[config.mk]
export PLATFORM = sky130hd
export DESIGN_NAME = glitch_sequencer_flat
export DESIGN_NICKNAME = d
export VERILOG_FILES = /design/src/rtl/glitch_sequencer_if.sv /design/src/rtl/glitch_sequencer.sv /design/src/flat_wrapper.sv
export SDC_FILE = /design/constraint.sdc
export NUM_CORES = 1
export LEC_CHECK = 0
export ABC_AREA = 0
export CAP_MARGIN = 20
export CORE_MARGIN = 1.5
export CORE_UTILIZATION = 56
export DETAILED_ROUTE_END_ITERATION = 12
export GPL_TIMING_DRIVEN = 1
export PLACE_DENSITY = 0.9
export SLEW_MARGIN = 0
export SYNTH_ARGS = -nofsm -noshare
export SYNTH_HDL_FRONTEND = slang
export SYNTH_SLANG_ARGS = --single-unit
[constraint.sdc]
create_clock -name clk -period 39.7 [get_ports clk]
set_input_delay 7.94 -clock clk [delete_from_list [all_inputs] [get_ports clk]]
set_output_delay 7.94 -clock clk [all_outputs]
set_load 0.05 [all_outputs]
[src/rtl/glitch_sequencer_if.sv]
// glitch_sequencer_if: configuration, control and serializer-drive signals of the
// glitch sequencer, bundled for connection between a host and the sequencer.
//   slave  modport: seen by glitch_sequencer (config/control in, serializer drive/status out)
//   master modport: seen by the host side (config/control out, serializer drive/status in)
// Signals:
//   cfg_we, cfg_addr, cfg_data : pattern-slot write port
//   delay, word_count          : run parameters, sampled on arm
//   arm, abort, trigger        : control (trigger already synchronised to clk)
//   ser_en, ser_data           : serializer en / in drive
//   armed, busy, done          : status
interface glitch_sequencer_if #(
    parameter int unsigned NUM_WORDS = 4,
    parameter int unsigned DELAY_W   = 32
);
    localparam int unsigned AW = $clog2(NUM_WORDS);

    logic              cfg_we;
    logic [AW-1:0]     cfg_addr;
    logic [63:0]       cfg_data;
    logic [DELAY_W-1:0] delay;
    logic [AW:0]       word_count;
    logic              arm;
    logic              abort;
    logic              trigger;
    logic              ser_en;
    logic [63:0]       ser_data;
    logic              armed;
    logic              busy;
    logic              done;

    modport slave (
        input  cfg_we, cfg_addr, cfg_data, delay, word_count, arm, abort, trigger,
        output ser_en, ser_data, armed, busy, done
    );

    modport master (
        output cfg_we, cfg_addr, cfg_data, delay, word_count, arm, abort, trigger,
        input  ser_en, ser_data, armed, busy, done
    );
endinterface

[src/rtl/glitch_sequencer.sv]
// glitch_sequencer: sequences the 64-bit glitch-waveform serializer for one glitch event.
// Holds NUM_WORDS pattern words. Once armed it waits for a trigger rising edge, counts the
// latched delay, then streams the latched number of words, each with ser_en held for
// SER_CYCLES cycles followed by a one-cycle gap.
// Ports:
//   clk  : system clock
//   rst  : asynchronous active-high reset
//   bus  : glitch_sequencer_if.slave (config, arm/abort/trigger, ser_en/ser_data, status)
// Optional feature macro: GLITCH_SEQ_REARM_EN -- when defined, a completed sequence returns
// to ARMED with the latched delay/count kept, so every further trigger edge repeats it.
module glitch_sequencer #(
    parameter int unsigned NUM_WORDS  = 4,
    parameter int unsigned DELAY_W    = 32,
    parameter int unsigned SER_CYCLES = 66
) (
    input  logic                clk,
    input  logic                rst,
    glitch_sequencer_if.slave   bus
);
    localparam int unsigned AW = $clog2(NUM_WORDS);
    localparam int unsigned CW = AW + 1;
    localparam int unsigned SW = $clog2(SER_CYCLES);

    localparam logic [CW-1:0] MaxCount  = CW'(NUM_WORDS);
    localparam logic [SW-1:0] ShiftLoad = SW'(SER_CYCLES - 2);

    typedef enum logic [2:0] {
        StIdle, StArmed, StDelay, StLoad, StShift, StGap, StDone
    } state_e;

    state_e              state_q, state_d;
    logic                trig_q, trig_d;
    logic                trig_prev_q, trig_prev_d;
    logic [DELAY_W-1:0]  delay_q, delay_d;
    logic [CW-1:0]       count_q, count_d;
    logic [DELAY_W-1:0]  dly_cnt_q, dly_cnt_d;
    logic [SW-1:0]       shift_cnt_q, shift_cnt_d;
    logic [CW-1:0]       idx_q, idx_d;
    logic [63:0]         bank_q [NUM_WORDS];
    logic [63:0]         bank_d [NUM_WORDS];
    logic                ser_en_q, ser_en_d;
    logic [63:0]         ser_data_q, ser_data_d;
    logic                armed_q, armed_d;
    logic                busy_q, busy_d;
    logic                done_q, done_d;

    logic                trig_rise;
    logic [CW-1:0]       wc_clamped;
    logic [CW-1:0]       idx_next;
    logic                cfg_open;
    logic                arm_take;

    // Trigger is sampled into trig_q; the edge is seen one cycle later, which places the
    // first ser_en rise at edge delay+2 counting the sampling edge as edge 0.
    assign trig_d      = bus.trigger;
    assign trig_prev_d = trig_q;
    assign trig_rise   = trig_q & ~trig_prev_q;

    assign wc_clamped = (bus.word_count > MaxCount) ? MaxCount : bus.word_count;
    assign idx_next   = idx_q + 1'b1;
    assign cfg_open   = (state_q == StIdle) || (state_q == StArmed);
    assign arm_take   = bus.arm && !bus.abort && cfg_open;

    // State register and all flops.
    always_ff @(posedge clk or posedge rst) begin
        if (rst) begin
            state_q     <= StIdle;
            trig_q      <= 1'b0;
            trig_prev_q <= 1'b0;
            delay_q     <= '0;
            count_q     <= '0;
            dly_cnt_q   <= '0;
            shift_cnt_q <= '0;
            idx_q       <= '0;
            ser_en_q    <= 1'b0;
            ser_data_q  <= '0;
            armed_q     <= 1'b0;
            busy_q      <= 1'b0;
            done_q      <= 1'b0;
            for (int i = 0; i < NUM_WORDS; i++) begin
                bank_q[i] <= '0;
            end
        end else begin
            state_q     <= state_d;
            trig_q      <= trig_d;
            trig_prev_q <= trig_prev_d;
            delay_q     <= delay_d;
            count_q     <= count_d;
            dly_cnt_q   <= dly_cnt_d;
            shift_cnt_q <= shift_cnt_d;
            idx_q       <= idx_d;
            ser_en_q    <= ser_en_d;
            ser_data_q  <= ser_data_d;
            armed_q     <= armed_d;
            busy_q      <= busy_d;
            done_q      <= done_d;
            for (int i = 0; i < NUM_WORDS; i++) begin
                bank_q[i] <= bank_d[i];
            end
        end
    end

    // Next-state logic. abort overrides everything.
    always_comb begin
        state_d = state_q;
        if (bus.abort) begin
            state_d = StIdle;
        end else begin
            case (state_q)
                StIdle: begin
                    if (bus.arm) begin
                        state_d = (wc_clamped == '0) ? StDone : StArmed;
                    end
                end
                StArmed: begin
                    // A re-arm takes precedence over a trigger edge in the same cycle.
                    if (bus.arm) begin
                        state_d = (wc_clamped == '0) ? StDone : StArmed;
                    end else if (trig_rise) begin
                        state_d = (delay_q == '0) ? StLoad : StDelay;
                    end
                end
                StDelay: begin
                    if (dly_cnt_q == DELAY_W'(1)) begin
                        state_d = StLoad;
                    end
                end
                StLoad: begin
                    state_d = StShift;
                end
                StShift: begin
                    if (shift_cnt_q == '0) begin
                        state_d = StGap;
                    end
                end
                StGap: begin
                    state_d = (idx_next == count_q) ? StDone : StLoad;
                end
                StDone: begin
`ifdef GLITCH_SEQ_REARM_EN
                    // A zero-length run has nothing to repeat.
                    state_d = (count_q != '0) ? StArmed : StIdle;
`else
                    state_d = StIdle;
`endif
                end
                default: begin
                    state_d = StIdle;
                end
            endcase
        end
    end

    // Datapath: latched run parameters, counters, word index and pattern bank.
    always_comb begin
        delay_d     = delay_q;
        count_d     = count_q;
        dly_cnt_d   = dly_cnt_q;
        shift_cnt_d = shift_cnt_q;
        idx_d       = idx_q;
        for (int i = 0; i < NUM_WORDS; i++) begin
            bank_d[i] = bank_q[i];
        end

        if (bus.cfg_we && cfg_open) begin
            bank_d[bus.cfg_addr] = bus.cfg_data;
        end

        if (arm_take) begin
            delay_d = bus.delay;
            count_d = wc_clamped;
        end

        // Reloaded every ARMED cycle so it always reflects the latched delay at trigger.
        if (state_q == StArmed) begin
            dly_cnt_d = delay_q;
        end else if (state_q == StDelay) begin
            dly_cnt_d = dly_cnt_q - 1'b1;
        end

        // LOAD plus SER_CYCLES-1 SHIFT cycles give SER_CYCLES cycles of ser_en.
        if (state_q == StLoad) begin
            shift_cnt_d = ShiftLoad;
        end else if (state_q == StShift && shift_cnt_q != '0) begin
            shift_cnt_d = shift_cnt_q - 1'b1;
        end

        if (bus.abort || state_q == StIdle || state_q == StDone) begin
            idx_d = '0;
        end else if (state_q == StGap) begin
            idx_d = idx_next;
        end
    end

    // Output logic. The serializer drive follows the current state (the word fetched in
    // LOAD appears on the following edge); status follows the next state.
    always_comb begin
        ser_en_d   = !bus.abort && (state_q == StLoad || state_q == StShift);
        ser_data_d = ser_data_q;
        if (!bus.abort && state_q == StLoad) begin
            ser_data_d = bank_q[idx_q[AW-1:0]];
        end
        armed_d = (state_d == StArmed);
        busy_d  = (state_d == StDelay) || (state_d == StLoad) ||
                  (state_d == StShift) || (state_d == StGap);
        done_d  = (state_d == StDone);
    end

    assign bus.ser_en   = ser_en_q;
    assign bus.ser_data = ser_data_q;
    assign bus.armed    = armed_q;
    assign bus.busy     = busy_q;
    assign bus.done     = done_q;

endmodule
[src/flat_wrapper.sv]
// flat-port wrapper written by rule: the top's interface ports become plain ports
module glitch_sequencer_flat 
#(
    parameter int unsigned NUM_WORDS  = 4,
    parameter int unsigned DELAY_W    = 32,
    parameter int unsigned SER_CYCLES = 66
)
  (clk, rst, bus_cfg_we, bus_cfg_addr, bus_cfg_data, bus_delay, bus_word_count, bus_arm, bus_abort, bus_trigger, bus_ser_en, bus_ser_data, bus_armed, bus_busy, bus_done);
  glitch_sequencer_if #(.NUM_WORDS(NUM_WORDS), .DELAY_W(DELAY_W)) bus_i ();
  input  logic clk;
  input  logic rst;
  input wire logic [$bits(bus_i.cfg_we)-1:0] bus_cfg_we;
  input wire logic [$bits(bus_i.cfg_addr)-1:0] bus_cfg_addr;
  input wire logic [$bits(bus_i.cfg_data)-1:0] bus_cfg_data;
  input wire logic [$bits(bus_i.delay)-1:0] bus_delay;
  input wire logic [$bits(bus_i.word_count)-1:0] bus_word_count;
  input wire logic [$bits(bus_i.arm)-1:0] bus_arm;
  input wire logic [$bits(bus_i.abort)-1:0] bus_abort;
  input wire logic [$bits(bus_i.trigger)-1:0] bus_trigger;
  output wire logic [$bits(bus_i.ser_en)-1:0] bus_ser_en;
  output wire logic [$bits(bus_i.ser_data)-1:0] bus_ser_data;
  output wire logic [$bits(bus_i.armed)-1:0] bus_armed;
  output wire logic [$bits(bus_i.busy)-1:0] bus_busy;
  output wire logic [$bits(bus_i.done)-1:0] bus_done;
  assign bus_i.cfg_we = bus_cfg_we;
  assign bus_i.cfg_addr = bus_cfg_addr;
  assign bus_i.cfg_data = bus_cfg_data;
  assign bus_i.delay = bus_delay;
  assign bus_i.word_count = bus_word_count;
  assign bus_i.arm = bus_arm;
  assign bus_i.abort = bus_abort;
  assign bus_i.trigger = bus_trigger;
  assign bus_ser_en = bus_i.ser_en;
  assign bus_ser_data = bus_i.ser_data;
  assign bus_armed = bus_i.armed;
  assign bus_busy = bus_i.busy;
  assign bus_done = bus_i.done;
  glitch_sequencer #(.NUM_WORDS(NUM_WORDS), .DELAY_W(DELAY_W), .SER_CYCLES(SER_CYCLES)) u_core (.clk(clk), .rst(rst), .bus(bus_i));
endmodule
Word level (Yosys, flattened, before mapping)
Cells that the tools add are included.
- output and inout port bits: 68
- register bits after elaboration: 406
- input port bits: 107
- logic and storage cells: 88
- bitwise logic cells: 4
- $lt $le $gt $ge: 4
- equality and inequality tests: 14
- reduce and logical (&&, ||, !) cells: 23
- add/sub/neg operators: 3
- mux-type cells: 23
- operators with widths (cell ; number):
    $bwmux W256 ; 1
    $mux W64 ; 3
    $bmux W64 S2 ; 1
    $demux W64 S2 ; 1
    $mux W32 ; 2
    $mux W3 ; 11
    $eq A32 B1 Y1 const B ; 1
    $logic_not A32 Y1 ; 1
    $sub A32 B1 Y32 const B ; 1
    $eq A3 B3 Y1 const B ; 6
    $pmux W3 S6 ; 1
    $mux W7 ; 2
    $eq A3 B2 Y1 const B ; 4
    $logic_and A1 B1 Y1 ; 7
    $logic_not A7 Y1 ; 1
    $logic_or A1 B1 Y1 ; 7
    $reduce_bool A7 Y1 ; 1
    $sub A7 B1 Y7 const B ; 1
    $eq A3 B1 Y1 const B ; 2
    $ge A3 B3 Y1 const B ; 2
    $logic_not A3 Y1 ; 2
    $not A2 Y3 ; 2
    $reduce_bool A2 Y1 ; 3
    $add A3 B1 Y3 const B ; 1
    7 further kinds ; 7

Longest topological paths before layout
- word-level depth: 11
- depth in mapped cells: 7
- mapped depth without buffers: 7

Worst setup path before layout
No wires, ideal clock.
- path kind: input -> register
- from: in bus_abort
- to: reg u_core.ser_data_q[0], in the netlist u_core.bus.ser_data[0]
- setup slack: 30.062 ns
- setup time: 0.125 ns
- stages on the path: 4
- required time: 39.575 ns
- data arrival time: 9.513 ns
- buffers on the path: 2
- cells stage by stage: clkbuf_1 -> nor3_1 -> clkbuf_1 -> mux2_2
- word-level cells in the longest chain between the ends: 2
- RTL lines (item ; RTL line ; text):
    start, declared ; flat_wrapper.sv:18 ; input wire logic [$bits(bus_i.abort)-1:0] bus_abort;
    $logic_not A1 Y1 ; glitch_sequencer.sv:200 ; if (!bus.abort && state_q == StLoad) begin
    $logic_and A1 B1 Y1 ; glitch_sequencer.sv:200 ;
    end signal, assigned ; glitch_sequencer.sv:93 ; ser_data_q <= ser_data_d;
    end, declared ; glitch_sequencer.sv:42 ; logic [63:0] ser_data_q, ser_data_d;
No other way between the ends.
A chain may end at the register's enable or synchronous reset.

Final worst setup path
- from: reg u_core.ser_data_q[12], in the netlist u_core.bus.ser_data[12]
- to: out bus_ser_data[12]
- RTL lines (item ; RTL line ; text):
    end, declared ; flat_wrapper.sv:21 ; output wire logic [$bits(bus_i.ser_data)-1:0] bus_ser_data;
No word-level cell between the ends.

==> results_dict.tcl <==
set metrics [dict create \
    netlist_instances 1168 \
    hold_path.class "flip-flop to flip-flop" \
    async_reset_ff_share_pct 100 \
    synth_area_um2 17500 \
    synth_top_area_cell "dfrtp_1" \
    synthSimpleGateAreaFrac_pct 4.96 \
    rsz0062_at_grt "no" \
    row_count 64 \
    path_max_fanout 2 \
    synth-xor-area-share_pct 0.650 \
    synth_flop_cell "dfrtp_1" \
    clk_pin_slew_ns 0.06 \
    setup_tns_ns 0 \
    crit_family "buffers and inverters" \
    post_drt_via_cell_ratio 6.14 \
    dp_cells 1684 \
    synth_compound_area_share_pct 3.47 \
    ios 175 \
    powerDensity_nw_per_um2 66.9 \
    grt_pass1_wl_um 62800 \
    dr.first_iter.drc_count 698 \
    setup_viol 0 \
    syn_area_per_cell_um2 15.0 \
    leakage_nw 8.73 \
    dieArea_um2 32400 \
    required_ns 31.76 \
    cts_hold_buf 0 \
    cp_cell_sequence "clkdlybuf4s50_1" \
    worstPathArrival_ns 1.79 \
    layout_common_cells "dfrtp_1 (404), mux2_2 (353), clkdlybuf4s50_1 (174)" \
    worstSkewPairLatency_ns 0.55 \
    core_area_um2 30700 \
    fin_skew_ns 0.0230 \
    worst_pin_slew_ns 1.05 \
    yosys_register_bits 406 \
    ys_seq_area_share_pct 58.0 \
    final_cells 1762 \
    antenna_found_initial 4 \
    post_drt_wl_per_cell_um 21.7 \
    io_buffers 174 \
    cts_root_buf "clkbuf_16" \
    cts_buffers 42 \
    synth_top_area_share_pct 58.0 \
    wl_um 38200 \
    syn_nets 1279 \
    crit_path_end_kind "primary output" \
    cts_tree "done" \
    synthToLayoutAreaGrowth_pct 20.6 \
    drv_slew 0 \
    nets 1445 \
    final_common_cell "dfrtp_1" \
    hpwlAfterDp_um 22600 \
    synth-edff-count 0 \
    grt_use_total_pct 24.1 \
    cts_sinks 406 \
    htree_levels 2 \
    cts-resized-gates 0 \
    min_period_ns 9.73 \
    synthAdderAreaFrac_pct 0.286 \
    path_class "flip-flop to primary output" \
    routabilityCongestion 0.891 \
    final_antenna_net_count 0 \
    fmax_mhz 103 \
    max_cap_viol_count 0 \
    worst_path_max_delay_cell "clkdlybuf4s50_1" \
    dpl_cell_area_um2 19700 \
    whs_ns 0.422 \
    layout-drive-gt1-share_pct 37.7 \
    grt_max_degree 171 \
    initial_core_util_pct 57.2 \
    die_h_um 180 \
    slew_headroom_pct 30.0 \
    grt_pass1_vias 11600 \
    crit_path_start_kind "flip-flop" \
    clock_path_buffers 3 \
    vdd_drop_max_mv 0.0403 \
    ys_warn_count 0 \
    synthMuxAreaShare_pct 31.0 \
    synth_top_family_by_area "multiplexers" \
    gr-total-overflow 0 \
    yosys-top-cells-area "dfrtp_1 (58%), mux2_2 (23%), mux4_2 (8.2%)" \
    synth.distinct_cells 49 \
    critical_path_buf_inv_count 1 \
    critPathMaxStageDelay_ns 0.87 \
    finalCritPeriodShare_pct 24.5 \
    die_width_um 180 \
    vias 10800 \
    post_cts_buffers 0 \
    finalInstanceArea_um2 21100 \
    outcome "complete, no violations" \
    finalHoldViolations 0 \
    drt_first_pass_iters 5 \
    drc 0 \
]
power by group:
| group | leakage [nW] | internal, W | switching [W] |
|---|---|---|---|
| logic | 3.09 | 0.000190 | 0.000192 |
| clock network | 0.681 | 0.000239 | 0.000159 |
| registers | 4.95 | 0.000544 | 0.0000899 |
| total | 8.73 | 0.000973 | 0.000441 |
sequential cells by signal, indices dropped and copies added, names as in the netlist, 3 cells and up:
register / count
u_core.bank_q: 256
u_core.bus.ser_data: 64
u_core.count_q: 3
u_core.delay_q: 32
u_core.dly_cnt_q: 32
u_core.idx_q: 3
u_core.shift_cnt_q: 7
u_core.state_q: 3
final cells by class:
type | count | area (µm²)
fillers | 1954 | 9540
inverters | 13 | 56.3
clock inverters | 12 | 191
flip-flops and latches | 406 | 10200
repair buffers | 189 | 1910
well taps | 396 | 495
multi-input cells | 682 | 7100
diodes | 2 | 5.00
clock buffers | 62 | 1220
cells in the mapped netlist (5+ instances only):
| master | instances |
|---|---|
| nand3_1 | 8 |
| nand4_1 | 8 |
| inv_1 | 13 |
| o311ai_0 | 9 |
| nor2_1 | 33 |
| nor3_1 | 16 |
| o211ai_1 | 14 |
| nor4_1 | 12 |
| nand2_1 | 40 |
| buf_1 | 10 |
| or4_1 | 6 |
| nor3b_1 | 7 |
| xnor2_1 | 6 |
| xor2_1 | 7 |
| dfrtp_1 | 406 |
| or3_1 | 10 |
| clkbuf_1 | 57 |
| o21ai_0 | 18 |
| a21oi_1 | 13 |
| a221o_1 | 7 |
| a22oi_1 | 5 |
| mux4_2 | 64 |
| mux2_2 | 353 |
logic make-up after synthesis:
kind of cell,Yosys count
mux,418
compound gates,85
flops,406
fa+ha+maj,4
buf+inv,80
simple gates,162
xor+xnor,13
worst paths after layout:
kind                                                           from                                   to  slack, ns  cells after the start
worst min-delay path                   u_core.trig_prev_d$_DFF_PP0_         u_core.trig_prev_q$_DFF_PP0_       0.42                      0
max in group asynchronous                                       rst  u_core.bus.ser_data[23]$_DFFE_PP0P_      30.07                      5
worst min register to register         u_core.trig_prev_d$_DFF_PP0_         u_core.trig_prev_q$_DFF_PP0_       0.42                      0
min in group asynchronous                                       rst  u_core.bus.ser_data[44]$_DFFE_PP0P_       7.81                      2
worst max-delay path            u_core.bus.ser_data[12]$_DFFE_PP0P_                     bus_ser_data[12]      29.97                      1
worst max register to register     u_core.dly_cnt_q[11]$_DFFE_PP0P_     u_core.dly_cnt_q[25]$_DFFE_PP0P_      36.86                      5
per-layer routing:
metal  global-route usage, %  vias up  wire length, µm
met5                       0        -               26
met4                    8.20        4             1080
met3                    4.36       81             2100
met2                    40.0      324            19000
met1                    32.3     5712            16000
li1                        -     4706                -
stage by stage:
stage | utilization (%) | power [W] | worst slack [ns]
after CTS | 68.7 | 0.00142 | 29.04
after global routing | 68.9 | 0.00148 | 29.74
after floorplan | - | 0.000887 | 20.47
after detailed placement | 64.1 | 0.00101 | 28.50
after global placement | 64.1 | 0.000989 | 28.56
final | 68.9 | 0.00141 | 29.97
No activity file was read; power rests on OpenSTA's default activity.
